### config.mk
export PLATFORM = sky130hd
export DESIGN_NAME = uart_tx_frame
export DESIGN_NICKNAME = d
export VERILOG_FILES = /design/src/rtl/uart_tx_frame.sv
export SDC_FILE = /design/constraint.sdc
export NUM_CORES = 1
export LEC_CHECK = 0
export CORE_MARGIN = 5
export CORE_UTILIZATION = 50
export DETAILED_ROUTE_END_ITERATION = 8
export PLACE_DENSITY = 0.78
export SETUP_SLACK_MARGIN = 0.5
export SYNTH_ARGS = -nofsm -noshare
export SYNTH_HDL_FRONTEND = slang
export SYNTH_SLANG_ARGS = --single-unit
### constraint.sdc
create_clock -name CLK -period 3 [get_ports CLK]
set_clock_uncertainty 0.1 [all_clocks]
set_input_delay 0.45 -clock CLK [delete_from_list [all_inputs] [get_ports CLK]]
set_output_delay 0.45 -clock CLK [all_outputs]
set_load 0.01 [all_outputs]
### src/rtl/uart_tx_frame.sv
// uart_tx_frame: parametrised UART transmitter.
// One FSM walks start, data (LSB first), optional parity and 1 or 2 stop bits.
// A baud counter holds every bit on TXD for DIV+1 clock cycles.
// Frame settings are copied into shadow registers on accept, so the host
// may change its inputs while a frame is in flight.
module uart_tx_frame #(
  parameter int DATA_BITS = 8,
  parameter int DIV_WIDTH = 16
) (
  input  logic                 CLK,
  input  logic                 R,
  input  logic [DATA_BITS-1:0] TXDATA,
  input  logic                 TX_RQ,
  input  logic [1:0]           PAR_MODE,
  input  logic                 STOP2,
  input  logic [DIV_WIDTH-1:0] DIV,
  output logic                 TXD,
  output logic                 TX_BUSY,
  output logic                 TX_DONE
);

  localparam int BIT_W = $clog2(DATA_BITS);

  typedef enum logic [2:0] {
    S_IDLE,
    S_START,
    S_DATA,
    S_PARITY,
    S_STOP
  } state_t;

  state_t               state_q, state_d;
  logic [DIV_WIDTH-1:0] baud_q, baud_d;
  logic [BIT_W-1:0]     bit_q, bit_d;
  logic                 txd_q, txd_d;
  logic                 busy_q, busy_d;
  logic                 done_q, done_d;

  // Shadow copies of the frame settings, loaded on accept.
  logic [DATA_BITS-1:0] data_q, data_d;
  logic [1:0]           par_q, par_d;
  logic                 stop2_q, stop2_d;
  logic [DIV_WIDTH-1:0] div_q, div_d;

  logic advance;
  logic last_data;
  logic par_en;
  logic par_bit;

  // Per-frame decodes of the shadowed settings.
  assign advance   = (baud_q == div_q);
  assign last_data = (bit_q == BIT_W'(DATA_BITS - 1));
  assign par_en    = (par_q == 2'd1) || (par_q == 2'd2);
  assign par_bit   = (^data_q) ^ (par_q == 2'd2);

  // Next-state logic: FSM sequencing, baud and bit counters, shadow capture.
  always_comb begin
    // NOTE: every variable gets a default first so no path leaves it
    // unassigned; a missing default here would infer a latch.
    state_d = state_q;
    baud_d  = baud_q;
    bit_d   = bit_q;
    data_d  = data_q;
    par_d   = par_q;
    stop2_d = stop2_q;
    div_d   = div_q;

    unique case (state_q)
      S_IDLE: begin
        if (TX_RQ) begin
          state_d = S_START;
          baud_d  = '0;
          bit_d   = '0;
          data_d  = TXDATA;
          par_d   = PAR_MODE;
          stop2_d = STOP2;
          div_d   = DIV;
        end
      end
      S_START: begin
        if (advance) begin
          baud_d  = '0;
          bit_d   = '0;
          state_d = S_DATA;
        end else begin
          baud_d = baud_q + DIV_WIDTH'(1);
        end
      end
      S_DATA: begin
        if (advance) begin
          baud_d = '0;
          if (last_data) begin
            bit_d   = '0;
            state_d = par_en ? S_PARITY : S_STOP;
          end else begin
            bit_d = bit_q + BIT_W'(1);
          end
        end else begin
          baud_d = baud_q + DIV_WIDTH'(1);
        end
      end
      S_PARITY: begin
        if (advance) begin
          baud_d  = '0;
          bit_d   = '0;
          state_d = S_STOP;
        end else begin
          baud_d = baud_q + DIV_WIDTH'(1);
        end
      end
      S_STOP: begin
        if (advance) begin
          baud_d = '0;
          if (stop2_q && (bit_q == '0)) begin
            bit_d = BIT_W'(1);
          end else begin
            bit_d   = '0;
            state_d = S_IDLE;
          end
        end else begin
          baud_d = baud_q + DIV_WIDTH'(1);
        end
      end
      default: begin
        state_d = S_IDLE;
        baud_d  = '0;
        bit_d   = '0;
      end
    endcase
  end

  // Registered outputs follow the state being entered, so TXD changes on
  // the same edge as the FSM.
  always_comb begin
    txd_d = 1'b1;
    unique case (state_d)
      S_START:  txd_d = 1'b0;
      S_DATA:   txd_d = data_d[bit_d];
      S_PARITY: txd_d = par_bit;
      default:  txd_d = 1'b1;
    endcase
    busy_d = (state_d != S_IDLE);
    done_d = (state_q == S_STOP) && (state_d == S_IDLE);
  end

  // Control state with synchronous reset; reset also aborts a frame silently.
  always_ff @(posedge CLK) begin
    // NOTE: sequential state uses non-blocking assignments so every register
    // samples the pre-edge values, independent of statement order.
    if (R) begin
      state_q <= S_IDLE;
      baud_q  <= '0;
      bit_q   <= '0;
      txd_q   <= 1'b1;
      busy_q  <= 1'b0;
      done_q  <= 1'b0;
    end else begin
      state_q <= state_d;
      baud_q  <= baud_d;
      bit_q   <= bit_d;
      txd_q   <= txd_d;
      busy_q  <= busy_d;
      done_q  <= done_d;
    end
  end

  // Shadow registers for the frame settings.
  always_ff @(posedge CLK) begin
    // NOTE: these carry no reset; they are always loaded on accept before
    // anything reads them, so resetting them buys nothing.
    data_q  <= data_d;
    par_q   <= par_d;
    stop2_q <= stop2_d;
    div_q   <= div_d;
  end

  assign TXD     = txd_q;
  assign TX_BUSY = busy_q;
  assign TX_DONE = done_q;

endmodule

==> results of run 1 <==
[synthesized netlist by cell type, types with 5 or more instances]
library cell,number,area [um^2]
nand2_1,10,37.5
buf_2,5,25.0
nor2_1,26,97.6
edfxtp_1,19,571
mux2_2,8,90.1
xnor2_1,29,254
inv_1,7,26.3
xor2_1,7,61.3
ha_1,5,62.6
dfxtp_1,33,661
nand4_1,5,31.3
a21oi_1,12,60.1
[layer usage]
layer  routed length (um)  vias up  global-route usage
li1                     -      844                   -
met1                 2080      793               0.211
met2                 2170       49               0.253
met3                  281        7              0.0306
met4                   73        0              0.0567
met5                    0        -                   0
[worst max-delay path, delay by kind of cell, from the launching register on]
family / cells / cell delay (ns)
xor+xnor: 1 / 0.16
simple gates: 3 / 0.74
mux: 2 / 0.65
compound gates: 2 / 0.35
flops: 1 / 0.41
[worst min-delay path by stage]
stage / from / end / slack [ns]
3_3_place_gp: data_q[6] / data_q[6] / 0.40
3_5_place_dp: data_q[6] / data_q[6] / 0.40
6_report: data_q[3] / data_q[3] / 0.44
4_1_cts: data_q[0] / data_q[0] / 0.44
2_1_floorplan: data_q[6] / data_q[6] / 0.37
5_1_grt: data_q[5] / data_q[5] / 0.47
[stage by stage]
step / hold slack, ns / util
after global routing: 0.468 / 0.633
after global placement: 0.400 / 0.595
after CTS: 0.439 / 0.627
after floorplan: 0.371 / -
after detailed placement: 0.397 / 0.595
final: 0.437 / 0.633
[what timing repair did]
action / CTS / global route
setup endpoints to repair: 1 / 2
gates resized for setup: 12 / 5
gates cloned: 0 / 0
pin swaps: 8 / 3
buffers inserted: 2 / 1
[area by class of cell]
| cell class | instances | share of cell area |
|---|---|---|
| well taps | 54 | 0.0228 |
| clock inverters | 2 | 0.00379 |
| inverters | 7 | 0.00885 |
| flip-flops and latches | 52 | 0.416 |
| repair buffers | 40 | 0.128 |
| multi-input cells | 153 | 0.396 |
| clock buffers | 6 | 0.0245 |
[power by group]
part           total (mW)  internal [mW]  switching, mW
clock network       0.387          0.162          0.225
logic               0.215          0.126         0.0893
registers           0.799          0.774         0.0242
[sequential cells by signal (all words and copies together), names as in the netlist]
register / cells
TXD: 1
TX_BUSY: 1
TX_DONE: 1
baud_q: 16
bit_q: 3
data_q: 8
div_q: 16
par_q: 2
state_q: 3
stop2_q: 1
[logic make-up (layout without fill, tap and decap cells)]
family / count (synthesis) / in the layout
compound gates: 27 / 27
simple gates: 71 / 71
xor+xnor: 37 / 37
mux: 13 / 13
flops: 52 / 52
fa+ha+maj: 5 / 5
buf+inv: 14 / 55
==> results.txt, run 1 <==
----------------------------------------------------
[GRT]
  Antenna violations before repair ... 0
  Grt total ovfl ... 0
  Overall Global Routing Usage ... 0.158
  Pin count of the biggest net entering global routing ... 17
  Via count of the first global-routing pass ... 1621
  Wire length of the first global-routing pass ... 7630 um

[Critical path]
  CP Capture Type ... register
  Last element of the critical path ... TXD
  Crit Reg-Reg Startpoint ... div_q[0]
  Maximum cell stage delay along the critical path ... 0.41 ns
  Most used cell, CP ... mux2_4
  Worst EP required ... 3.09 ns
  Critical Path AT ... 2.61 ns
  Critical Path, Cell by Cell ... xnor2_1 -> nand4_1 -> nor4_4 -> mux2_4 -> and2_4 -> mux2_4 -> a311oi_2 -> a21oi_1
  Crit start category ... register
  Cells on worst reg2reg path ... 8
  Launch point of the critical path ... div_q[0]
  Cell type of the slowest stage on the worst timing path ... edfxtp_1
  Kind of critical path ... reg2reg
  Worst-path maximum fanout ... 5
  Critical register-to-register path endpoint ... TXD
  Reg-to-reg setup timing slack ... 0.48 ns

[Clock tree]
  Number of hold-repair buffers added at the cts stage ... 0
  Maximum level of the CTS H-tree ... 2
  Worst-Skew Late Latency ... 0.30 ns
  # clock sinks ... 52
  CTS tree ... done
  Number of buffers created by CTS ... 5
  Clock-pin slew on the worst setup and hold paths ... 0.09 ns
  Cell at the root of the clock tree ... clkbuf_8
  Buffer depth of the longest clock path ... 2

[Cells and area]
  Area of the multi-input gates ... 1170 um^2
  Sequential Area ... 1230 um^2
  Number of antenna diodes ... 0
  Synthesis-to-finish area growth ... 23.5%
  Post-route cell area ... 2970 um^2
  Fraction of final layout cells sized beyond drive strength 1 ... 0.169
  Top library cells by usage in the layout, fill and taps aside ... 32 x clkdlybuf4s50_1, 30 x dfxtp_1, 28 x xnor2_1, 26 x nor2_1, 19 x edfxtp_1
  Filler cell count ... 380
  Final standard cell count with taps included and fillers excluded ... 314
  Final net count ... 294
  Most common cell after layout, fill and taps aside ... clkdlybuf4s50_1

[Drt]
  Total wire length ... 4610 um
  Detailed-router iteration count before antenna repair ... 4
  Detailed-route via count ... 1693
  Drt initial violations ... 122
  WL per Instance ... 14.7 um
  Drc violations ... 0
  Vias per cell ... 5.39
  Number of nets still failing antenna checks after routing ... 0

[Place]
  Setup slack after placement ... 0.261 ns
  Port Buf Inserts ... 32
  Final weighted congestion in routability-driven placement ... 0.863
  Placed Area ... 2790 um^2
  Number of instances in the placed design ... 303
  Post-detailed-placement half-perimeter wirelength ... 3360 um

[STA]
  Setup slack after layout ... 0.478 ns
  RSZ-0062 raised after global routing ... true
  Shortest clock period the worst path allows after layout ... 2.52 ns
  Top achievable clock speed ... 0.397 GHz
  Final setup violation count ... 0
  Sum Neg Setup Slack ... 0 ns
  Final hold violations ... 0
  Tightest Pin Transition ... 0.584 ns
  Max-slew violation count ... 0
  Fraction of the cycle the final worst path needs ... 0.841
  Worst-case headroom to the max-slew limit ... 0.611

[Synth]
  Summed instance area of the synthesized netlist ... 2400 um^2
  Proportion of synthesized chip area in sequential cells ... 0.513
  Most used flip-flop cell after synthesis ... dfxtp_1
  Fraction of the mapped netlist area in adder cells ... 0.0260
  Post-synthesis mux area share ... 0.0594
  Basic-gate share of the synthesized area counting and, or, nand and nor cells ... 0.164
  Xor-xnor portion of the synthesized cell area ... 0.138
  Number of register bits inferred by synthesis ... 52
  Number of synthesis warnings ... 0
  Number of cells produced by synthesis ... 219
  Average instance area after synthesis ... 11.0 um^2
  Main combinational cell family by area after synthesis ... simple AND/OR/NAND/NOR gates
  Post-synthesis cell type count ... 47
  Area fraction in compound gates after synthesis ... 0.0724
  Synthesized Nets ... 254
  Fraction of registers with async set/reset ... 0
  Number of flops mapped to enable cells by yosys ... 19

[Min path]
  Hold Crit Class ... reg2reg
  Worst hold stages ... 1

[Die]
  I/O pin count ... 33
  Die outline width ... 79.3 um
  Row count ... 25
  Effective utilization at floorplan ... 0.512
  Area of the die ... 6290 um^2
  Placeable core region ... 4690 um^2
  Vertical extent of the die ... 79.3 um

[Pwr]
  P_leak ... 1.03 nW
  Ratio of total power to cell area ... 472 nW/um^2
  IR Drop Worst-Case VDD ... 0.000293 V
  Pwr Total ... 1.40 mW

[Flow run]
  Number of max-cap violations ... 0

[Run status]
  Run status ... finished, final reports clean

----------------------------------------------------
Note: power is estimated with default switching activity, not from simulation.
==> run 2, diff against run 1 <==
--- a/config.mk
+++ b/config.mk
@@ -6,9 +6,9 @@
 export NUM_CORES = 1
 export LEC_CHECK = 0
 export CORE_MARGIN = 5
-export CORE_UTILIZATION = 50
+export CORE_UTILIZATION = 49
 export DETAILED_ROUTE_END_ITERATION = 8
-export PLACE_DENSITY = 0.78
+export PLACE_DENSITY = 0.79
 export SETUP_SLACK_MARGIN = 0.5
 export SYNTH_ARGS = -nofsm -noshare
 export SYNTH_HDL_FRONTEND = slang
==> constraint.sdc (replaced) <==
create_clock -name CLK -period 2.27 [get_ports CLK]
set_clock_uncertainty 0.1 [all_clocks]
set_input_delay 0.3405 -clock CLK [delete_from_list [all_inputs] [get_ports CLK]]
set_output_delay 0.3405 -clock CLK [all_outputs]
set_load 0.01 [all_outputs]
==> run 2 against run 1 <==
Against the previous run: the flow now finishes with violations (setup timing); sequential cell count did not move; sequential power rose by 31%; non-clock buffer count increased by 42; largest power group unchanged; sequential share of layout area is 7.4 points lower.
==> results.txt, run 2 (same netlist as run 1, synthesis figures left out) <==
----------------------------------------------------
[Run status]
  Run status ... finished, violations left (was finished, final reports clean)
  Failing checks ... setup timing

[Critical path]
  CP Capture Type ... register (unchanged)
  Crit Reg-Reg Startpoint ... div_q[7] (was div_q[0])
  Worst EP required ... 2.37 ns (was 3.09 ns)
  Launch point of the critical path ... div_q[7] (was div_q[0])
  Crit start category ... register (unchanged)
  Gate family responsible for the most delay along the worst path ... simple AND/OR/NAND/NOR gates (unchanged)
  Cell type of the slowest stage on the worst timing path ... edfxtp_1 (unchanged)
  Critical Path AT ... 2.75 ns (was 2.61 ns)
  Kind of critical path ... reg2reg (unchanged)
  Worst-path maximum fanout ... 4 (was 5)
  CP bufs+invs ... 1 (was 0)
  Maximum cell stage delay along the critical path ... 0.41 ns (about the same)
  Critical Path, Cell by Cell ... xnor2_1 -> nand4_1 -> nor4_4 -> buf_4 -> mux2_2 -> a21oi_2 -> nand3b_1 -> a311oi_2 -> a21oi_1 (was xnor2_1 -> nand4_1 -> nor4_4 -> mux2_4 -> and2_4 -> mux2_4 -> a311oi_2 -> a21oi_1)

[Die]
  Placeable core region ... 4750 um^2 (was 4690 um^2)
  Effective utilization at floorplan ... 0.505 (was 0.512)
  I/O pin count ... 33 (unchanged)
  Die outline width ... 80.0 um (was 79.3 um)
  Row count ... 25 (unchanged)
  Vertical extent of the die ... 80.0 um (was 79.3 um)
  Area of the die ... 6400 um^2 (was 6290 um^2)

[STA]
  Max-slew violation count ... 0 (unchanged)
  Setup slack after layout ... -0.382 ns (was 0.478 ns)
  Fraction of the cycle the final worst path needs ... 1.17 (was 0.841)
  Shortest clock period the worst path allows after layout ... 2.65 ns (was 2.52 ns)
  Worst-case headroom to the max-slew limit ... 0.689 (was 0.611)
  Final setup violation count ... 18 (was 0)
  Top achievable clock speed ... 0.377 GHz (was 0.397 GHz)
  Final hold violations ... 0 (unchanged)
  RSZ-0062 raised after global routing ... true (unchanged)
  Tightest Pin Transition ... 0.467 ns (was 0.584 ns)

[Clock tree]
  # clock sinks ... 52 (unchanged)
  Buffer depth of the longest clock path ... 2 (unchanged)
  CTS tree ... done (unchanged)
  Worst-Skew Late Latency ... 0.32 ns (was 0.30 ns)
  Clock-pin slew on the worst setup and hold paths ... 0.09 ns (about the same)
  Maximum level of the CTS H-tree ... 2 (unchanged)
  Cell at the root of the clock tree ... clkbuf_8 (unchanged)
  Number of buffers created by CTS ... 5 (unchanged)

[Pwr]
  Pwr Total ... 2.08 mW (was 1.40 mW)
  IR Drop Worst-Case VDD ... 0.000434 V (was 0.000293 V)
  P_leak ... 1.30 nW (was 1.03 nW)
  Ratio of total power to cell area ... 575 nW/um^2 (was 472 nW/um^2)

[GRT]
  Via count of the first global-routing pass ... 2001 (was 1621)
  Antenna violations before repair ... 0 (unchanged)
  Grt total ovfl ... 0 (unchanged)
  Pin count of the biggest net entering global routing ... 17 (unchanged)
  Wire length of the first global-routing pass ... 9050 um (was 7630 um)
  Overall Global Routing Usage ... 0.184 (was 0.158)

[Cells and area]
  Top library cells by usage in the layout, fill and taps aside ... 35 x buf_4, 32 x clkdlybuf4s50_1, 29 x xnor2_1, 28 x dfxtp_1, 19 x edfxtp_1 (was 32 x clkdlybuf4s50_1, 30 x dfxtp_1, 28 x xnor2_1, 26 x nor2_1, 19 x edfxtp_1)
  Fraction of final layout cells sized beyond drive strength 1 ... 0.397 (was 0.169)
  Most common cell after layout, fill and taps aside ... buf_4 (was clkdlybuf4s50_1)
  Number of antenna diodes ... 0 (unchanged)
  Largest registers ranked by flip-flop count ... baud_q: 16 flops, div_q: 16 flops, data_q: 8 flops (unchanged)
  Synthesis-to-finish area growth ... 50.8% (was 23.5%)
  Core utilization of the finished layout ... 0.762 (was 0.633)
  Final net count ... 336 (was 294)

[Drt]
  Drt initial violations ... 134 (was 122)
  Total wire length ... 6290 um (was 4610 um)
  Number of nets still failing antenna checks after routing ... 0 (unchanged)
  Vias per cell ... 5.31 (was 5.39)
  WL per Instance ... 17.0 um (was 14.7 um)
  Drc violations ... 0 (unchanged)
  Detailed-router iteration count before antenna repair ... 4 (unchanged)
  Detailed-route via count ... 1958 (was 1693)

[Min path]
  Hold Crit Class ... reg2reg (unchanged)
  Worst hold path startpoint ... data_q[1] (was data_q[3])

[Place]
  Port Buf Inserts ... 32 (unchanged)
  Final weighted congestion in routability-driven placement ... 0.869 (was 0.863)
  Post-detailed-placement half-perimeter wirelength ... 3740 um (was 3360 um)

[Flow run]
  Number of max-cap violations ... 0 (unchanged)

----------------------------------------------------
-- run 2: cell types whose count changed in the layout (fill, tap and decap cells not counted), sizes merged --
cell,delta
buf,+41
bufinv,+1
clkinvlp,-1
inv,+1
-- run 2: final timing paths --
kind,to,slack [ns],cells after the start
worst max register to register,TXD,-0.38,9
worst min register to register,data_q[1],0.44,1
worst min-delay path,data_q[1],0.44,1
worst max-delay path,TXD,-0.38,9
-- run 2: what timing repair did --
action | CTS | global route
buffers inserted | 6 | 2
setup endpoints to repair | 25 | 27
gates resized for setup | 21 | 45
hold buffers | 0 | 0
pin swaps | 9 | 18
cloned | 0 | 1
-- run 2: through the flow --
| stage | instance area [um^2] | setup TNS [ns] | hold WS, ns | setup slack (ns) | instances |
|---|---|---|---|---|---|
| 2_1_floorplan | 2460 | -0.193 | 0.339 | -0.193 | 219 |
| 3_3_place_gp | 3140 | -0.260 | 0.407 | -0.241 | 352 |
| 3_5_place_dp | 3140 | -0.442 | 0.421 | -0.321 | 352 |
| 4_1_cts | 3390 | -0.337 | 0.446 | -0.265 | 366 |
| 5_1_grt | 3620 | -5.09 | 0.461 | -0.517 | 369 |
| 6_report | 3620 | -1.13 | 0.444 | -0.382 | 369 |
-- run 2: cell type report --
cell class,count,area (um^2)
multi-input cells,153,1380
flip-flops and latches,52,1240
fillers,286,1130
repair buffers,82,783
well taps,67,83.8
clock buffers,5,68.8
clock inverters,3,41.3
inverters,7,26.3
-- run 2: report_power, final --
part / switching [mW] / leakage, nW / internal, mW
Clock: 0.324 / 0.0585 / 0.328
Sequential: 0.0302 / 0.454 / 1.02
Combinational: 0.165 / 0.789 / 0.213
Total: 0.519 / 1.30 / 1.56
-- run 2: layer usage --
metal | share of wire | wire [um] | global-route usage | vias to the layer above
met2 | 0.51 | 3180 | 0.313 | 68
li1 | - | - | - | 931
met5 | 0 | 0 | 0 | -
met4 | 0.028 | 176 | 0.0743 | 0
met1 | 0.41 | 2560 | 0.223 | 942
met3 | 0.059 | 373 | 0.0440 | 17
-- run 2: worst register-to-register path: stages, from the launching register on --
cell	delay (ns)
edfxtp_1	0.41
xnor2_1	0.20
nand4_1	0.20
nor4_4	0.41
buf_4	0.17
mux2_2	0.34
a21oi_2	0.21
nand3b_1	0.13
a311oi_2	0.27
a21oi_1	0.11
